==> src/rtl/snes_event_queue_pkg.sv <==
// Shared types and event-word layout for the SNES controller event queue.
package snes_evt_pkg;

   typedef enum logic {
      IDLE,
      SCAN
   } scan_state_t;

   localparam int EVT_W         = 16;
   localparam int EVT_PRESS_BIT = 15;
   localparam int EVT_IDX_W     = 4;

endpackage

==> src/rtl/snes_event_queue_event_fifo.sv <==
// First-word fall-through event FIFO; a push while full is only taken when a pop frees a slot that cycle.
module event_fifo #(
   parameter int WIDTH = 16,
   parameter int DEPTH = 8
) (
   input  logic                     clk,
   input  logic                     reset,
   input  logic                     push,
   input  logic [WIDTH-1:0]         push_data,
   input  logic                     pop,
   output logic [WIDTH-1:0]         head,
   output logic                     valid,
   output logic [$clog2(DEPTH):0]   count,
   output logic                     dropped
);

   localparam int PTR_W = $clog2(DEPTH);
   localparam int CNT_W = PTR_W + 1;

   logic [WIDTH-1:0] mem [DEPTH];
   logic [PTR_W-1:0] wr_ptr;
   logic [PTR_W-1:0] rd_ptr;
   logic             empty;
   logic             full;
   logic             do_push;
   logic             do_pop;

   assign empty   = (count == '0);
   assign full    = (count == CNT_W'(DEPTH));
   assign do_pop  = pop && !empty;
   assign do_push = push && (!full || do_pop);
   assign dropped = push && !do_push;

   assign valid = !empty;
   assign head  = empty ? '0 : mem[rd_ptr];

   // Storage needs no reset: the head is masked to zero whenever the FIFO is empty.
   always_ff @(posedge clk) begin
      if (do_push) begin
         mem[wr_ptr] <= push_data;
      end
   end

   always_ff @(posedge clk) begin
      if (reset) begin
         wr_ptr <= '0;
         rd_ptr <= '0;
         count  <= '0;
      end else begin
         if (do_push) begin
            wr_ptr <= wr_ptr + 1'b1;
         end
         if (do_pop) begin
            rd_ptr <= rd_ptr + 1'b1;
         end
         case ({do_push, do_pop})
            2'b10:   count <= count + 1'b1;
            2'b01:   count <= count - 1'b1;
            default: count <= count;
         endcase
      end
   end

endmodule

==> src/rtl/snes_event_queue.sv <==
// Resynchronises and debounces the SNES button vector, serialises changes into
// press/release events (lowest index first) and queues them for the control FSM.
module snes_event_queue
   import snes_evt_pkg::*;
#(
   parameter int BUTTONS       = 12,
   parameter int DEPTH         = 8,
   parameter int STABLE_CYCLES = 4
) (
   input  logic                     clk,
   input  logic                     reset,
   input  logic [BUTTONS-1:0]       btn_in,
   input  logic                     pop,
   input  logic                     clr_overflow,
   output logic                     evt_valid,
   output logic [EVT_W-1:0]         evt_data,
   output logic [BUTTONS-1:0]       btn_state,
   output logic [$clog2(DEPTH):0]   count,
   output logic                     overflow
);

   localparam int                CNT_W   = $clog2(STABLE_CYCLES);
   localparam logic [CNT_W-1:0]  CNT_MAX = CNT_W'(STABLE_CYCLES - 1);

   logic [BUTTONS-1:0]   sync_meta;
   logic [BUTTONS-1:0]   sync;
   logic [BUTTONS-1:0]   cand;
   logic [CNT_W-1:0]     cnt;
   logic [CNT_W-1:0]     cnt_inc;
   logic                 accept;

   scan_state_t          state;
   scan_state_t          state_next;
   logic [BUTTONS-1:0]   mask;
   logic [BUTTONS-1:0]   mask_next;
   logic [BUTTONS-1:0]   mask_cleared;
   logic [BUTTONS-1:0]   btn_state_next;

   logic [EVT_IDX_W-1:0] scan_idx;
   logic                 scan_press;
   logic                 push;
   logic [EVT_W-1:0]     push_data;
   logic                 dropped;

   always_ff @(posedge clk) begin
      if (reset) begin
         sync_meta <= '0;
         sync      <= '0;
         cand      <= '0;
         cnt       <= '0;
      end else begin
         sync_meta <= btn_in;
         sync      <= sync_meta;
         if (sync != cand) begin
            cand <= sync;
            cnt  <= '0;
         end else begin
            cnt  <= cnt_inc;
         end
      end
   end

   // The current sample counts toward stability, so accept fires on the edge
   // where the incremented count first reaches the threshold.
   assign cnt_inc = (cnt == CNT_MAX) ? CNT_MAX : cnt + 1'b1;
   assign accept  = (state == IDLE) && (sync == cand) && (cnt_inc == CNT_MAX)
                    && (cand != btn_state);

   always_comb begin
      scan_idx   = '0;
      scan_press = 1'b0;
      for (int i = BUTTONS - 1; i >= 0; i--) begin
         if (mask[i]) begin
            scan_idx   = EVT_IDX_W'(i);
            scan_press = btn_state[i];
         end
      end
   end

   always_comb begin
      push_data                  = '0;
      push_data[EVT_PRESS_BIT]   = scan_press;
      push_data[EVT_IDX_W-1:0]   = scan_idx;
   end

   always_ff @(posedge clk) begin
      if (reset) begin
         state     <= IDLE;
         mask      <= '0;
         btn_state <= '0;
      end else begin
         state     <= state_next;
         mask      <= mask_next;
         btn_state <= btn_state_next;
      end
   end

   always_comb begin
      state_next     = state;
      mask_next      = mask;
      btn_state_next = btn_state;
      push           = 1'b0;
      mask_cleared   = mask & ~(BUTTONS'(1) << scan_idx);
      case (state)
         IDLE: begin
            if (accept) begin
               mask_next      = cand ^ btn_state;
               btn_state_next = cand;
               state_next     = SCAN;
            end
         end
         SCAN: begin
            push      = 1'b1;
            mask_next = mask_cleared;
            if (mask_cleared == '0) begin
               state_next = IDLE;
            end
         end
         default: state_next = IDLE;
      endcase
   end

   // A drop in the same cycle as a clear leaves the flag set.
   always_ff @(posedge clk) begin
      if (reset) begin
         overflow <= 1'b0;
      end else if (dropped) begin
         overflow <= 1'b1;
      end else if (clr_overflow) begin
         overflow <= 1'b0;
      end
   end

   event_fifo #(
      .WIDTH (EVT_W),
      .DEPTH (DEPTH)
   ) u_fifo (
      .clk       (clk),
      .reset     (reset),
      .push      (push),
      .push_data (push_data),
      .pop       (pop),
      .head      (evt_data),
      .valid     (evt_valid),
      .count     (count),
      .dropped   (dropped)
   );

endmodule
==> config.mk <==
export PLATFORM = sky130hd
export DESIGN_NAME = snes_event_queue
export DESIGN_NICKNAME = d
export VERILOG_FILES = /design/src/rtl/snes_event_queue_pkg.sv /design/src/rtl/snes_event_queue_event_fifo.sv /design/src/rtl/snes_event_queue.sv
export SDC_FILE = /design/constraint.sdc
export NUM_CORES = 1
export LEC_CHECK = 0
export ABC_AREA = 1
export BUFFER_PORTS_ARGS = -buffer_cell sky130_fd_sc_hd__buf_4
export CAP_MARGIN = 20
export CORE_MARGIN = 5
export CORE_UTILIZATION = 38
export CTS_BUF_LIST = sky130_fd_sc_hd__clkbuf_4 sky130_fd_sc_hd__clkbuf_8 sky130_fd_sc_hd__clkbuf_16
export DETAILED_ROUTE_END_ITERATION = 7
export PLACE_DENSITY_LB_ADDON = 0.1
export SYNTH_ARGS = -nofsm -noshare
export SYNTH_HDL_FRONTEND = slang
export SYNTH_SLANG_ARGS = --single-unit
export TNS_END_PERCENT = 100
==> constraint.sdc <==
create_clock -name clk -period 2.5 [get_ports clk]
set_clock_uncertainty 0.1 [all_clocks]
set_input_delay 0.25 -clock clk [delete_from_list [all_inputs] [get_ports clk]]
set_output_delay 0.25 -clock clk [all_outputs]
set_load 0.01 [all_outputs]
==> results of run 1 <==
[power by group through the flow]
stage / logic (mW) / clock network [mW] / registers, mW
after global placement: 1.10 / 0 / 2.14
after global routing: 1.33 / 2.61 / 2.13
final: 1.18 / 2.46 / 2.12
after floorplan: 0.680 / 0 / 2.15
after CTS: 1.13 / 2.53 / 2.11
after detailed placement: 1.11 / 0 / 2.15
[state kept, by name, indices dropped and copies added (netlist names), named ones only]
signal / cells
btn_state: 12
cand: 12
cnt: 2
mask: 12
overflow: 1
state: 1
sync: 12
sync_meta: 12
u_fifo.count: 4
u_fifo.mem: 40
u_fifo.rd_ptr: 3
u_fifo.wr_ptr: 3
[final cells by class]
| class | count | area (sq um) | share of cell area |
|---|---|---|---|
| tap | 176 | 220.2 | 0.03476 |
| multi-input combinational | 389 | 1933 | 0.3051 |
| clock buffer | 24 | 520.5 | 0.08215 |
| sequential | 117 | 2744 | 0.4331 |
| timing repair buffer | 63 | 505.5 | 0.07978 |
| inverter | 84 | 319.1 | 0.05036 |
| clock inverter | 8 | 93.84 | 0.01481 |
[metal layers]
layer / track usage / vias up
met3: 0.04615 / 18
met2: 0.2631 / 86
li1: - / 2068
met4: 0.05552 / 0
met1: 0.1919 / 1847
met5: 0 / -
[cells in the mapped netlist, types with 2 or more instances]
cell	instances
a21oi_1	22
nand4_1	8
nor3_1	3
inv_1	81
buf_6	2
nand3_1	26
clkinv_1	2
clkbuf_1	12
edfxtp_1	40
o211ai_1	6
nor2_1	126
xor2_1	11
nor2_2	3
o21ai_2	4
ha_1	4
nand2_1	83
dfxtp_1	77
o22ai_1	5
buf_1	2
xnor2_1	10
o21ai_0	50
a31oi_1	5
buf_4	12
[worst paths after layout]
kind / startpoint / cells past startpoint / slack, ps / end
worst max-delay path: flip-flop / 6 / 140 / evt_data[3]
worst max register to register: u_fifo.count[2] / 11 / 230 / u_fifo.count[3]
worst min-delay path: pop / 4 / 80 / overflow
worst min register to register: sync_meta[1] / 2 / 300 / sync[1]
[worst reg2reg max path, cell delays in order, from the launching register on]
cell and delay [ps]:
dfxtp_1 500, nor3_4 90, nor2_4 150, inv_1 110, nor2_4 140, ha_1 240
nand2_1 60, nor2_1 40, a211oi_2 160, mux2_2 370, o21ai_0 140, a21oi_1 60
[stage by stage]
stage / worst slack, ps / total power, mW
floorplan: 230.2 / 2.833
global placement: 180.6 / 3.247
detailed placement: 53.94 / 3.261
CTS: 47.46 / 5.772
global route: 2.991 / 6.074
finish: 137.0 / 5.768
[cells by family (layout without fill, tap and decap cells)]
logic type | after synthesis | after routing
compound gates | 97 | 97
xor+xnor | 21 | 21
fa+ha+maj | 5 | 5
buf+inv | 113 | 179
flops | 117 | 117
mux | 1 | 1
other cells | 1 | 11
simple gates | 254 | 254
[what timing repair did]
| action | in CTS | in global routing |
|---|---|---|
| resized for setup | 0 | 7 |
| endpoints found under the hold margin | 13 | 0 |
| hold buffers | 13 | 0 |
| endpoints found under the setup margin | 0 | 2 |
==> impl_metrics.py, run 1 <==
metrics = {
    "grt": {
        "grt_pass1_vias": 4061,
        "grt_overflow": 0,
        "grt_max_degree": 43,
        "antenna_found_initial": 0,
        "grt_pass1_wl_um": 19750,
        "gr-usage-all-layers": 0.1565,
    },
    "finish": {
        "final_common_cell": "nor2_1",
        "layout_common_cells": "126 x nor2_1, 83 x nand2_1, 80 x inv_1",
        "antenna_cells": 0,
        "drive_gt1_frac": 0.1460,
        "fin_area_sq_um": 6336,
        "postLayoutCoreUtil": 0.4804,
        "stdcell_count": 861,
        "fillers": 1304,
        "nNetsFinal": 693,
        "area.growth.synth_to_final_pct": 24.48,
    },
    "cts": {
        "cts_sinks": 117,
        "ctsHtreeMaxLevel": 4,
        "cts_setup_buffers": 0,
        "clockBufferDepth": 2,
        "numCtsBuffers": 17,
        "clock_latency_ps": 410,
        "cts_tree": "built",
        "path_clk_slew_ps": 50,
        "clock-root-buffer": "clkbuf_16",
    },
    "critical_path": {
        "cp-end-kind": "output port",
        "cp_common_cell": "o21ai_0",
        "path_delay_family": "compound AO/OA/AOI/OAI gates",
        "cp_max_fo": 20,
        "critPathKind": "reg -> out",
        "start_kind": "flip-flop",
        "slowest_stage": "dfxtp_1",
        "required_ps": 2150,
        "crit_buf_inv": 2,
        "max_stage_delay_ps": 370,
        "path_cells": "clkinvlp_4 -> o21ai_0 -> o22ai_1 -> o21ai_0 -> a31oi_1 -> buf_4",
        "critPathArrivalTime_ps": 2010,
    },
    "power": {
        "seq_power_share": 0.368,
        "switching_share": 0.2740,
        "clkPwrFrac": 0.427,
        "combPwrFrac": 0.204,
        "leakage_nw": 2.755,
        "pwr_density_cell_nw_per_um2": 910.3,
        "vdd_drop_max_mv": 0.5940,
        "internal_power_mw": 4.188,
        "p_sw_mw": 1.580,
    },
    "placed_design": {
        "hpwl_um": 8149,
        "port_buffers": 38,
        "dpl.cell_count": 816,
        "place_area_sq_um": 5553,
        "routabilityCongestion": 0.7946,
    },
    "route": {
        "routed_wl_um": 11750,
        "routed_via_density": 4.668,
        "wl_met3_um": 512,
        "drt-initial-drc-count": 239,
        "post_drt_wl_per_cell_um": 13.65,
        "top_layer_used": "met4",
        "drtAntennaViolNets": 0,
        "drt-met1-wl_um": 5288,
        "wl_met2_um": 5740,
        "first_pass_iters": 5,
        "drc": 0,
        "dr_total_vias": 4019,
    },
    "timing": {
        "clock.fmax_ghz": 0.4232,
        "layout_min_cycle_time_ps": 2363,
        "hold_viol_final": 0,
        "whs_ps": 83.92,
        "maxSlewViolCount": 0,
        "setup_tns_ps": 0,
        "fin_crit_sh": 0.9452,
        "slew_headroom": 0.6470,
        "worst_pin_slew_ps": 527.6,
        "finalSetupViolations": 0,
        "rsz0062_at_grt": "false",
    },
    "yosys": {
        "synth_top_area_cell": "dfxtp_1",
        "synth_seq_area_share": 0.5388,
        "avgSynthCellArea_sq_um": 8.358,
        "async_flop_share": 0,
        "synth_top_area_share": 0.3029,
        "synthCells": 609,
        "synth_top_family_by_area": "simple AND/OR/NAND/NOR gates",
        "ys_warn_count": 0,
        "ys.flop_type": "dfxtp_1",
        "muxShareOfSynthArea": 0.002212,
        "synth_edf_count": 40,
        "synth_compound_area_frac": 0.1079,
        "synth_cell_types": 38,
        "synthTopCellsByArea": "dfxtp_1 30%, edfxtp_1 24%, nor2_1 9.3%",
        "synth_fa_ha_area_frac": 0.01377,
        "synth-simple-area-share": 0.2050,
        "synthXorXnorAreaFrac": 0.03614,
        "synth_area_sq_um": 5090,
        "ys_seq_elements": 117,
    },
    "worst_hold_path": {
        "hp-class": "in -> reg",
    },
    "run_status": {
        "status": "finished, final reports clean",
    },
    "run": {
        "maxCapViolCount": 0,
    },
    "floorplan": {
        "dieArea_sq_um": 15810,
        "start_util": 0.3859,
        "rows": 42,
        "die_y_um": 125.7,
        "ios": 50,
        "fp.dieW_um": 125.7,
        "fp.coreArea_sq_um": 13190,
    },
}
No activity file was read; power rests on OpenSTA's default activity.
==> run 2, diff against run 1 <==
CORE_MARGIN = 2   (was 5)
==> run 2 against run 1 <==
Cell count grew 0.35%. Global-route usage grew 2.1 points. Sequential power is essentially flat. Count of clock-buffer cells in the layout grew 6. Combinational power is essentially flat. Utilization grew 0.14 points. Power shrank 2.1%. Fmax grew 2.2%. Sequential share of layout area is essentially flat. Die area shrank 9.3%. Flip-flop and latch count is the same. Worst hold slack lost 15 ps.
==> impl_metrics.py, run 2 (synthesis results as in run 1) <==
metrics = {
    "finish": {
        "final_common_cell": "nor2_1",
        "seqCellArea_sq_um": 2743,
        "antenna_cells": 0,
        "largest_reg_flops": 40,
        "multi_input_area_sq_um": 1916,
        "regMostFlops": "u_fifo.mem",
        "layout_common_cells": "126 x nor2_1, 83 x nand2_1, 80 x inv_1",
        "postLayoutCoreUtil": 0.4818,
        "drive_gt1_frac": 0.1468,
        "area.growth.synth_to_final_pct": 24.36,
        "stdcell_count": 864,
        "nNetsFinal": 696,
        "fin_area_sq_um": 6330,
        "fillers": 1292,
    },
    "cts": {
        "clockBufferDepth": 2,
        "cts_sinks": 117,
        "clock-root-buffer": "clkbuf_16",
        "cts_tree": "built",
        "numCtsBuffers": 17,
        "path_clk_slew_ps": 50,
        "ctsHtreeMaxLevel": 4,
        "clock_latency_ps": 420,
        "cts_setup_buffers": 0,
    },
    "floorplan": {
        "die_y_um": 119.7,
        "fp.coreArea_sq_um": 13140,
        "rows": 42,
        "fp.dieW_um": 119.7,
        "ios": 50,
        "dieArea_sq_um": 14340,
        "start_util": 0.3874,
    },
    "grt": {
        "gr-usage-met2": 0.2982,
        "gr-usage-all-layers": 0.1771,
        "top_usage_layer": "met2",
        "grt_util_met3": 0.05038,
        "grt_max_degree": 43,
        "antenna_found_initial": 0,
        "met1_usage": 0.2173,
        "grt_pass1_vias": 3862,
        "grt_pass1_wl_um": 19580,
        "grt_overflow": 0,
    },
    "critical_path": {
        "critPathKind": "reg -> out",
        "r2r_slack_ps": 210,
        "start_kind": "flip-flop",
        "cp-end-kind": "output port",
        "required_ps": 2150,
        "cp_max_fo": 10,
        "critPathArrivalTime_ps": 1960,
    },
    "worst_hold_path": {
        "hp-class": "in -> reg",
    },
    "timing": {
        "worst_slack_ps": 189.0,
        "layout_min_cycle_time_ps": 2311,
        "slew_headroom": 0.6316,
        "fin_crit_sh": 0.9244,
        "rsz0062_at_grt": "true",
        "clock.fmax_ghz": 0.4327,
        "whs_ps": 69.32,
        "setup_tns_ps": 0,
        "finalSetupViolations": 0,
        "worst_pin_slew_ps": 550.6,
        "maxSlewViolCount": 0,
        "hold_viol_final": 0,
    },
    "route": {
        "routed_via_density": 4.708,
        "dr_total_vias": 4068,
        "drt-initial-drc-count": 306,
        "routed_wl_um": 11750,
        "first_pass_iters": 4,
        "post_drt_wl_per_cell_um": 13.60,
        "drtAntennaViolNets": 0,
        "drc": 0,
    },
    "placed_design": {
        "place_area_sq_um": 5580,
        "hpwl_um": 8153,
        "dpl.cell_count": 818,
        "dp_slack_ps": 145.0,
        "port_buffers": 38,
        "routabilityCongestion": 0.8016,
    },
    "power": {
        "vdd_drop_max_mv": 0.3710,
        "pwr_density_cell_nw_per_um2": 892.2,
        "finalPower_mw": 5.647,
        "leakage_nw": 2.765,
    },
    "run_status": {
        "status": "finished, final reports clean",
    },
    "run": {
        "maxCapViolCount": 0,
    },
}
-- run 2: worst max-delay path, cell delays in order (launching register included) --
cell and delay [ps]:
dfxtp_1 450, clkinvlp_2 400, nor2_1 180, o22ai_1 120, o21ai_0 180, a31oi_1 60, buf_4 160
-- run 2: layer usage --
| layer | wire length (um) | vias to the layer above | part of all wire |
|---|---|---|---|
| met1 | 5367 | 1906 | 0.46 |
| met5 | 0 | - | 0 |
| met3 | 446 | 11 | 0.038 |
| li1 | - | 2077 | - |
| met2 | 5792 | 74 | 0.49 |
| met4 | 143 | 0 | 0.012 |
-- run 2: layout make-up --
cell class | count | share of cell area
Timing Repair Buffer | 65 | 0.08421
Clock inverter | 2 | 0.001581
Inverter | 84 | 0.05041
Sequential cell | 117 | 0.4333
Timing Repair inverter | 1 | 0.0007907
Tap cell | 176 | 0.03479
Multi-Input combinational cell | 389 | 0.3026
Clock buffer | 30 | 0.09231
-- run 2: path summary, 6_finish.rpt --
| check | depth (start not counted) | start | end |
|---|---|---|---|
| worst max-delay path | 6 | flip-flop | evt_data[2] |
| worst min-delay path | 4 | pop | overflow |
| worst max register to register | 13 | u_fifo.count[0] | u_fifo.count[3] |
| worst min register to register | 2 | sync_meta[9] | sync[9] |
-- run 2: power breakdown --
part           switching (mW)  leakage (nW)  internal (mW)  total [mW]
logic                   0.675          1.47          0.487        1.16
registers              0.0742         0.994           2.04        2.12
clock network           0.805         0.303           1.56        2.37
total                    1.55          2.77           4.09        5.65
-- run 2: repair_timing --
action                                 in CTS  in global routing
setup endpoints to repair                   0                  5
resized for setup                           0                  4
hold buffers                               13                  0
endpoints found under the hold margin      13                  0
==> run 3, diff against run 2 <==
CORE_ASPECT_RATIO = 0.5   (was default)
==> run 3 against run 2 <==
Critical path depth grew 7. Via count shrank 4.3%. Fmax shrank 1.5%. Power is essentially flat. Critical path type is now reg -> reg. Clock power is essentially flat. Count of clock-buffer cells in the layout shrank 5. Combinational power is essentially flat. Non-clock buffer count shrank 2.
==> impl_metrics.py, run 3 (synthesis results as in run 1) <==
metrics = {
    "cts": {
        "clock_latency_ps": 410,
        "cts_sinks": 117,
        "clockBufferDepth": 2,
        "clock-root-buffer": "clkbuf_16",
        "ctsHtreeMaxLevel": 4,
        "numCtsBuffers": 17,
        "path_clk_slew_ps": 50,
        "cts_tree": "built",
        "cts_setup_buffers": 0,
    },
    "run": {
        "maxCapViolCount": 0,
    },
    "worst_hold_path": {
        "hold_path_end": "overflow",
        "hold_path.startpoint": "pop",
        "hold_depth": 4,
        "hp-class": "in -> reg",
    },
    "floorplan": {
        "fp.dieW_um": 167.7,
        "dieArea_sq_um": 14390,
        "start_util": 0.3951,
        "rows": 29,
        "ios": 50,
        "die_y_um": 85.84,
        "fp.coreArea_sq_um": 12880,
    },
    "timing": {
        "maxSlewViolCount": 0,
        "clock.fmax_ghz": 0.4263,
        "setup_tns_ps": 0,
        "finalSetupViolations": 0,
        "worst_pin_slew_ps": 604.5,
        "worst_slack_ps": 154.2,
        "slew_headroom": 0.5933,
        "layout_min_cycle_time_ps": 2346,
        "fin_crit_sh": 0.9383,
        "rsz0062_at_grt": "true",
        "hold_viol_final": 0,
    },
    "finish": {
        "antenna_cells": 0,
        "fin_area_sq_um": 6287,
        "nNetsFinal": 694,
        "area.growth.synth_to_final_pct": 23.53,
        "regMostFlops": "u_fifo.mem",
        "largest_reg_flops": 40,
        "final_common_cell": "nor2_1",
        "layout_common_cells": "126 x nor2_1, 83 x nand2_1, 80 x inv_1",
        "drive_gt1_frac": 0.1443,
    },
    "route": {
        "dr_total_vias": 3892,
        "post_drt_wl_per_cell_um": 12.87,
        "routed_wl_um": 11020,
        "drtAntennaViolNets": 0,
        "routed_via_density": 4.547,
        "drt-initial-drc-count": 212,
        "first_pass_iters": 4,
        "drc": 0,
    },
    "critical_path": {
        "path_delay_family": "simple AND/OR/NAND/NOR gates",
        "required_ps": 2690,
        "reg2reg_to": "u_fifo.count[3]",
        "r2r-start": "u_fifo.count[0]",
        "r2r_slack_ps": 150,
        "slowest_stage": "mux2_2",
        "cp-end-kind": "flip-flop",
        "cp_max_fo": 7,
        "max_stage_delay_ps": 370,
        "critPathKind": "reg -> reg",
        "crit_buf_inv": 2,
        "path_cells": "nor2_1 -> inv_1 -> nor3_4 -> nor2_4 -> inv_1 -> nor2_2 -> ha_1 -> nand2_1 -> nor2_1 -> a211oi_1 -> mux2_2 -> o21ai_0 -> a21oi_1",
        "r2r_cells": 13,
        "critPathArrivalTime_ps": 2540,
        "start_kind": "flip-flop",
    },
    "grt": {
        "gr-usage-all-layers": 0.1655,
        "grt_overflow": 0,
        "antenna_found_initial": 0,
        "grt_pass1_wl_um": 18290,
        "grt_max_degree": 43,
        "grt_pass1_vias": 3627,
    },
    "power": {
        "pwr_density_cell_nw_per_um2": 898.5,
        "leakage_nw": 2.735,
        "vdd_drop_max_mv": 0.3437,
    },
    "placed_design": {
        "dp_slack_ps": 90.11,
        "place_area_sq_um": 5545,
        "hpwl_um": 7625,
        "routabilityCongestion": 0.8164,
        "port_buffers": 38,
    },
    "run_status": {
        "status": "finished, final reports clean",
    },
}
run 3: cell types whose count changed in the layout (fill, tap and decap cells not counted):
cell / change
bufinv_16: +1
clkbuf_16: -1
buf_4: -1
dfxtp_1: -1
inv_4: +2
a211oi_1: +1
dfxtp_2: +1
clkbuf_4: -3
clkbuf_8: -1
a211oi_2: -1
buf_12: -1
clkinvlp_4: +2
run 3: worst register-to-register path, stage by stage, from the launching register on:
cell and delay [ps]:
dfxtp_2 330, nor2_1 100, inv_1 80, nor3_4 170
nor2_4 70, inv_1 100, nor2_2 60, ha_1 320
nand2_1 70, nor2_1 40, a211oi_1 210, mux2_2 370
o21ai_0 150, a21oi_1 50
run 3: power by group:
| group | switching [mW] | internal, mW | total, mW |
|---|---|---|---|
| logic | 0.684 | 0.476 | 1.16 |
| clock network | 0.823 | 1.54 | 2.37 |
| registers | 0.0779 | 2.04 | 2.12 |
| total | 1.58 | 4.06 | 5.65 |
run 3: how the worst max path moves through the flow:
| stage | startpoint | end | slack [ps] | cells after the start |
|---|---|---|---|---|
| final | u_fifo.count[0] | u_fifo.count[3] | 150 | 13 |
| after global routing | u_fifo.count[0] | u_fifo.count[3] | -10 | 13 |
| after detailed placement | u_fifo.count[0] | u_fifo.count[3] | 90 | 13 |
| after floorplan | u_fifo.count[0] | u_fifo.count[3] | 230 | 13 |
| after global placement | u_fifo.count[0] | u_fifo.count[3] | 170 | 13 |
| after CTS | u_fifo.count[0] | u_fifo.count[3] | 70 | 13 |
run 3: area by class of cell:
cell class | instances | area (sq um)
multi-input cells | 389 | 1911
clock inverters | 7 | 67.56
inverters | 84 | 319.1
repair inverters | 1 | 5.005
well taps | 170 | 212.7
fillers | 1236 | 6594
repair buffers | 63 | 505.5
flip-flops and latches | 117 | 2744
clock buffers | 25 | 523.0
run 3: what timing repair did:
| action | CTS | global route |
|---|---|---|
| setup endpoints to repair | 0 | 2 |
| resized for setup | 0 | 4 |
| endpoints found under the hold margin | 13 | 0 |
| hold buffers | 13 | 0 |
run 3: through the flow:
step / hold slack, ps / total power, mW / utilization / cells
global route: 72.39 / 5.946 / 0.4881 / 856
floorplan: 257.0 / 2.833 / - / 619
detailed placement: 291.6 / 3.268 / 0.4305 / 810
global placement: 288.6 / 3.257 / 0.4305 / 810
finish: 70.02 / 5.649 / 0.4881 / 856
CTS: 61.91 / 5.666 / 0.4865 / 855
run 3: layer usage:
metal | vias to the layer above | part of all wire | track usage
met5 | - | 0 | 0
li1 | 2064 | - | -
met2 | 74 | 0.45 | 0.2678
met1 | 1744 | 0.50 | 0.2175
met4 | 0 | 0.011 | 0.05692
met3 | 10 | 0.036 | 0.04430
